File: config.mk
export PLATFORM = sky130hd
export DESIGN_NAME = carry_select_subtractor8_pipe
export DESIGN_NICKNAME = d
export VERILOG_FILES = /design/src/rtl/carry_select_subtractor8_pipe.sv
export SDC_FILE = /design/constraint.sdc
export NUM_CORES = 1
export LEC_CHECK = 0
export ABC_AREA = 1
export CAP_MARGIN = 20
export CORE_MARGIN = 1.5
export CORE_UTILIZATION = 46
export DETAILED_ROUTE_END_ITERATION = 6
export GPL_ROUTABILITY_DRIVEN = 0
export PLACE_DENSITY = 0.78
export SETUP_SLACK_MARGIN = 0.15
export SLEW_MARGIN = 10
export SYNTH_ARGS = -nofsm -noshare
export SYNTH_HDL_FRONTEND = slang
export SYNTH_SLANG_ARGS = --single-unit
File: constraint.sdc
create_clock -name clk -period 1.4 [get_ports clk]
set_input_delay 0.35 -clock clk [delete_from_list [all_inputs] [get_ports clk]]
set_output_delay 0.35 -clock clk [all_outputs]
set_load 0.005 [all_outputs]
File: src/rtl/carry_select_subtractor8_pipe.sv
// Two-stage 8-bit carry-select subtractor (a - b - bin) with valid/ready flow control.
// Stage 1 holds the low nibble and both high-nibble candidates; stage 2 selects and registers the result.
module carry_select_subtractor8_pipe (
    input  logic       clk,
    input  logic       rst,
    input  logic [7:0] a,
    input  logic [7:0] b,
    input  logic       bin,
    input  logic       in_valid,
    output logic       in_ready,
    output logic [7:0] diff,
    output logic       bout,
    output logic       ovf,
    output logic       out_valid,
    input  logic       out_ready
);

    typedef struct packed {
        logic [3:0] dl;
        logic       b4;
        logic [3:0] dh0;
        logic       bh0;
        logic [3:0] dh1;
        logic       bh1;
        logic       a7;
        logic       b7;
    } s1_t;

    // Nibble subtract via x + ~y + ~borrow_in; returns {borrow_out, difference}.
    function automatic logic [4:0] nib_sub(input logic [3:0] x, input logic [3:0] y, input logic bi);
        logic [4:0] s;
        s = {1'b0, x} + {1'b0, ~y} + {4'b0000, ~bi};
        return {~s[4], s[3:0]};
    endfunction

    logic [4:0] lo;
    logic [4:0] hi0;
    logic [4:0] hi1;
    s1_t        s1_next;
    s1_t        s1;
    logic       s1_valid;
    logic       s2_load;
    logic       s1_adv;
    logic       in_fire;
    logic [3:0] sel_dh;
    logic       sel_bout;
    logic       sel_ovf;

    assign lo  = nib_sub(a[3:0], b[3:0], bin);
    assign hi0 = nib_sub(a[7:4], b[7:4], 1'b0);
    assign hi1 = nib_sub(a[7:4], b[7:4], 1'b1);

    always_comb begin
        s1_next     = '0;
        s1_next.dl  = lo[3:0];
        s1_next.b4  = lo[4];
        s1_next.dh0 = hi0[3:0];
        s1_next.bh0 = hi0[4];
        s1_next.dh1 = hi1[3:0];
        s1_next.bh1 = hi1[4];
        s1_next.a7  = a[7];
        s1_next.b7  = b[7];
    end

    // NOTE: in_ready depends only on state and out_ready, never on in_valid, so no loop can form through the producer.
    assign s2_load  = !out_valid || out_ready;
    assign s1_adv   = s1_valid && s2_load;
    assign in_ready = !s1_valid || s2_load;
    assign in_fire  = in_valid && in_ready;

    assign sel_dh   = s1.b4 ? s1.dh1 : s1.dh0;
    assign sel_bout = s1.b4 ? s1.bh1 : s1.bh0;
    assign sel_ovf  = (s1.a7 != s1.b7) && (sel_dh[3] != s1.a7);

    // NOTE: all state uses non-blocking assignments so S2 captures the pre-edge S1 content when both stages move together.
    always_ff @(posedge clk or posedge rst) begin
        if (rst) begin
            s1       <= '0;
            s1_valid <= 1'b0;
        end else if (in_fire) begin
            s1       <= s1_next;
            s1_valid <= 1'b1;
        end else if (s1_adv) begin
            s1_valid <= 1'b0;
        end
    end

    always_ff @(posedge clk or posedge rst) begin
        if (rst) begin
            diff      <= 8'h00;
            bout      <= 1'b0;
            ovf       <= 1'b0;
            out_valid <= 1'b0;
        end else if (s1_adv) begin
            diff      <= {sel_dh, s1.dl};
            bout      <= sel_bout;
            ovf       <= sel_ovf;
            out_valid <= 1'b1;
        end else if (out_ready) begin
            out_valid <= 1'b0;
        end
    end

endmodule

==> implementation parameters, run 1 <==
Parameter                              Value

CTS
  Clock tree root buffer cell ... sky130_fd_sc_hd__clkbuf_4
  Number of levels the H-tree was split into ... 2
  Number of hold-repair buffers added at the cts stage ... 0
  Number of buffers added by the clock tree synthesis step ... 5
  Clock net sink count ... 29
  Post-CTS clock slew at the launch and capture registers of the worst setup and hold paths ... 0.09 ns
  Clock latency on the worst-skew pair ... 0.32 ns
  Maximum buffer depth of the clock tree ... 2
  Clock tree from TritonCTS ... done

Outcome
  Outcome ... finished with violations
  Failing checks ... negative setup slack

Setup path
  Count of cells along the worst register-to-register path ... 9
  Startpoint types ... input port
  R2R Setup Slk ... 0.16 ns
  Startpoint of the worst-slack reg-to-reg timing path ... out_valid$_DFFE_PP0P_
  Worst Path Arrival ... 1.74 ns
  Critical Path Source ... b[4]
  WS Path Type ... input port to flip-flop
  Critical Path End ... s1[7]$_DFFE_PP0P_
  Type of destination of the critical path ... flip-flop
  Critical path fanouts, max ... 3
  Capturing point of the worst reg2reg path ... s1[11]$_DFFE_PP0P_
  Crit path required time ... 1.62 ns

GRT
  Pin count of the biggest net entering global routing ... 30
  Met1 global-route usage ... 24.22%
  Total Routing Usage GR ... 23.36%
  Overall overflow remaining after global route ... 0
  Number of antenna violations at the first check in global routing ... 0
  Via count of the first global-routing pass ... 1,452
  GR Util met3 ... 5.330%
  Global-route layer with the greatest usage ... met2
  Wire length of the first global-routing pass ... 6.230 mm
  GR met2 Demand/Resource ... 44.55%

Timing
  Post-route clock skew ... 0.01069 ns
  Max Transition Viols Final ... 0
  Number of endpoints failing setup at the final stage ... 2
  Worst slew margin relative to its limit ... 83.15%
  Post-route worst setup slack ... -0.1186 ns
  Share of the clock period used by the worst path ... 108.5%
  Max Clock Freq ... 658.5 MHz
  RSZ-0062 raised after global routing ... yes
  Slew at the pin closest to its max-slew limit ... 0.2528 ns
  Clock period minus worst slack ... 1.519 ns
  Endpoints failing hold ... 0

Logic synthesis
  Simple-gate portion of the synthesized area ... 23.28%
  Fraction of the yosys area taken by sequential cells ... 47.54%
  Synth Warn # ... 0
  Top-area cell type share of the netlist area ... 47.54%
  Synth Net Count ... 211
  Arithmetic-cell share of the synthesized area counting full adders, half adders and majority gates ... 10.49%
  Area of the mapped netlist ... 1526 sq um
  Average instance area after synthesis ... 8.528 sq um
  Asr flop ratio synth ... 100.0%
  Cell variety after synth ... 24
  Combinational family with the most area after synthesis ... simple AND/OR/NAND/NOR gates
  Cell taking the most area after synthesis ... sky130_fd_sc_hd__dfrtp_1
  Multiplexer fraction of the synthesized cell area ... 0%
  Most frequently used cell type in the post-synthesis netlist ... sky130_fd_sc_hd__nand2_1
  Post-Syn Instances ... 179
  Flip-flop and latch count after synthesis ... 29
  Post-synth top cells ... sky130_fd_sc_hd__nand2_1, sky130_fd_sc_hd__dfrtp_1, sky130_fd_sc_hd__inv_1, sky130_fd_sc_hd__o21ai_0, sky130_fd_sc_hd__ha_1
  Post-synth top flop ... sky130_fd_sc_hd__dfrtp_1
  Number of enable-type register cells in the synthesized netlist ... 0
  Biggest area contributors in the synthesized netlist ... sky130_fd_sc_hd__dfrtp_1, sky130_fd_sc_hd__nand2_1, sky130_fd_sc_hd__ha_1
  Compound-Gate Fraction of Synth Area ... 9.180%
  Xor and xnor fraction of the mapped netlist area ... 1.148%

Cells and area
  Inserted Diodes ... 0
  Net count of the finished layout ... 274
  Layout area overhead ... 52.79%
  Share of layout cells above drive strength 1 ... 42.15%
  Fin util ... 75.16%
  Final instance area ... 2332 sq um

Power
  Worst-case vdd ir drop ... 0.5876 mV
  Total internal power ... 1.981 mW
  Clock power share ... 22.2%
  Total power ... 2.904 mW
  Net Sw Frac ... 31.78%
  Part of the total power dissipated in combinational logic ... 37.2%
  Sequential group share of total power ... 40.7%
  Lkg Pwr ... 1.162 nW
  Power density normalized to cell area ... 1245 nW/um^2
  Sw Pwr ... 0.9230 mW

Placement
  IO buf count ... 32
  Standard cell area after detailed placement ... 2092 sq um
  Detailed placer's ending HPWL ... 2.727 mm

Die
  Die extent in x ... 60.61 um
  Total core area ... 3103 sq um
  Number of primary I/O pins ... 33
  Die Height ... 60.61 um
  Die footprint ... 3673 sq um
  Initial core utilization ... 49.19%
  Placement Rows ... 20

Flow run
  Max-cap violation count ... 0

Detailed routing
  Count of vias placed by the detailed router ... 1,417
  WL per Instance ... 13.40 um
  Detail-routed via count per cell ... 4.955
  Iter 0 DRT Violations ... 44
  DRC viols ... 0
  Total wire length after detailed routing ... 3.832 mm
  Initial DRT Pass Iterations ... 4
  Number of routed nets with antenna violations ... 0

Min path
  Type of the most critical hold path ... input port to async pin
-- logic make-up after synthesis --
logic type / count (synthesis)
simple gates: 82
buf+inv: 30
flops: 29
compound gates: 25
fa+ha+maj: 11
xor+xnor: 2
-- per-stage QoR --
step,setup TNS (ns),cells,worst slack [ns],hold WS [ns]
after floorplan,-0.7627,179,-0.3093,0.4281
after global placement,-9.416,267,-0.9661,0.4546
after detailed placement,-10.74,267,-1.034,0.4556
after CTS,-0.1313,282,-0.09021,0.3614
after global routing,-0.2089,286,-0.1230,0.3627
final,-0.1596,286,-0.1186,0.3663
-- sequential cells by signal (all words and copies together), names as in the netlist --
register   count
bout           1
ovf            1
diff           8
out_valid      1
s1            17
s1_valid       1
-- cells in the final DEF, fill, tap and decap left out, drive strengths merged, types with 2 or more instances in the layout --
master	netlist	layout
fa	3	3
a31oi	4	4
dfrtp	29	29
xnor2	2	2
ha	8	8
clkinv	1	2
clkdlybuf4s50	0	4
o21ai	15	15
dlygate4sd2	0	9
nand3	10	10
inv	24	24
buf	5	46
clkbuf	0	5
nor2	8	8
nand2	63	63
a21oi	4	4
-- area by class of cell --
| class | instances | area, sq um |
|---|---|---|
| fillers | 240 | 770.7 |
| flip-flops and latches | 29 | 725.7 |
| multi-input cells | 120 | 843.3 |
| inverters | 25 | 116.4 |
| well taps | 44 | 55.05 |
| repair buffers | 61 | 519.2 |
| clock buffers | 5 | 37.54 |
| clock inverters | 2 | 35.03 |
-- timing repair --
action,CTS,global route
resized for setup,105,18
pin swaps,25,5
setup endpoints to repair,29,22
setup buffers,8,4
-- per-layer routing --
metal / up-vias / part of all wire, % / wire, um
met5: - / 0 / 0
met4: 0 / 1.0 / 40
met3: 2 / 3.4 / 129
met2: 33 / 58 / 2232
met1: 692 / 37 / 1430
li1: 690 / - / -
-- power groups by stage --
stage	clock network [mW]	registers [mW]	logic, mW
3_3_place_gp	0	1.19	0.920
4_1_cts	0.652	1.17	1.00
6_report	0.644	1.18	1.08
2_1_floorplan	0	1.19	0.466
5_1_grt	0.695	1.20	1.19
3_5_place_dp	0	1.20	0.969
-- worst min-delay path by stage --
stage | from | endpoint | slack, ns | cells past startpoint
after global placement | s1[15]$_DFFE_PP0P_ | diff[2]$_DFFE_PP0P_ | 0.45 | 2
final | rst | diff[7]$_DFFE_PP0P_ | 0.37 | 3
after detailed placement | s1[15]$_DFFE_PP0P_ | diff[2]$_DFFE_PP0P_ | 0.46 | 2
after floorplan | rst | bout$_DFFE_PP0P_ | 0.43 | 1
after CTS | rst | s1_valid$_DFFE_PP0P_ | 0.36 | 3
after global routing | rst | s1_valid$_DFFE_PP0P_ | 0.36 | 3
-- critical path, stage by stage --
cell                      delay, ns
sky130_fd_sc_hd__buf_8         0.09
sky130_fd_sc_hd__inv_12        0.03
sky130_fd_sc_hd__ha_4          0.15
sky130_fd_sc_hd__fa_2          0.57
sky130_fd_sc_hd__ha_4          0.14
sky130_fd_sc_hd__inv_2         0.04
sky130_fd_sc_hd__nor2_4        0.12
sky130_fd_sc_hd__nand4_1       0.10
sky130_fd_sc_hd__nand3_1       0.10
sky130_fd_sc_hd__nand2_1       0.05
No activity file was read; power rests on OpenSTA's default activity.
==> run 2, diff against run 1 <==
- CTS_CLUSTER_SIZE: default -> 40
==> results of run 2 <==
The final DEF is identical to that of run 1; final timing and power are the same.
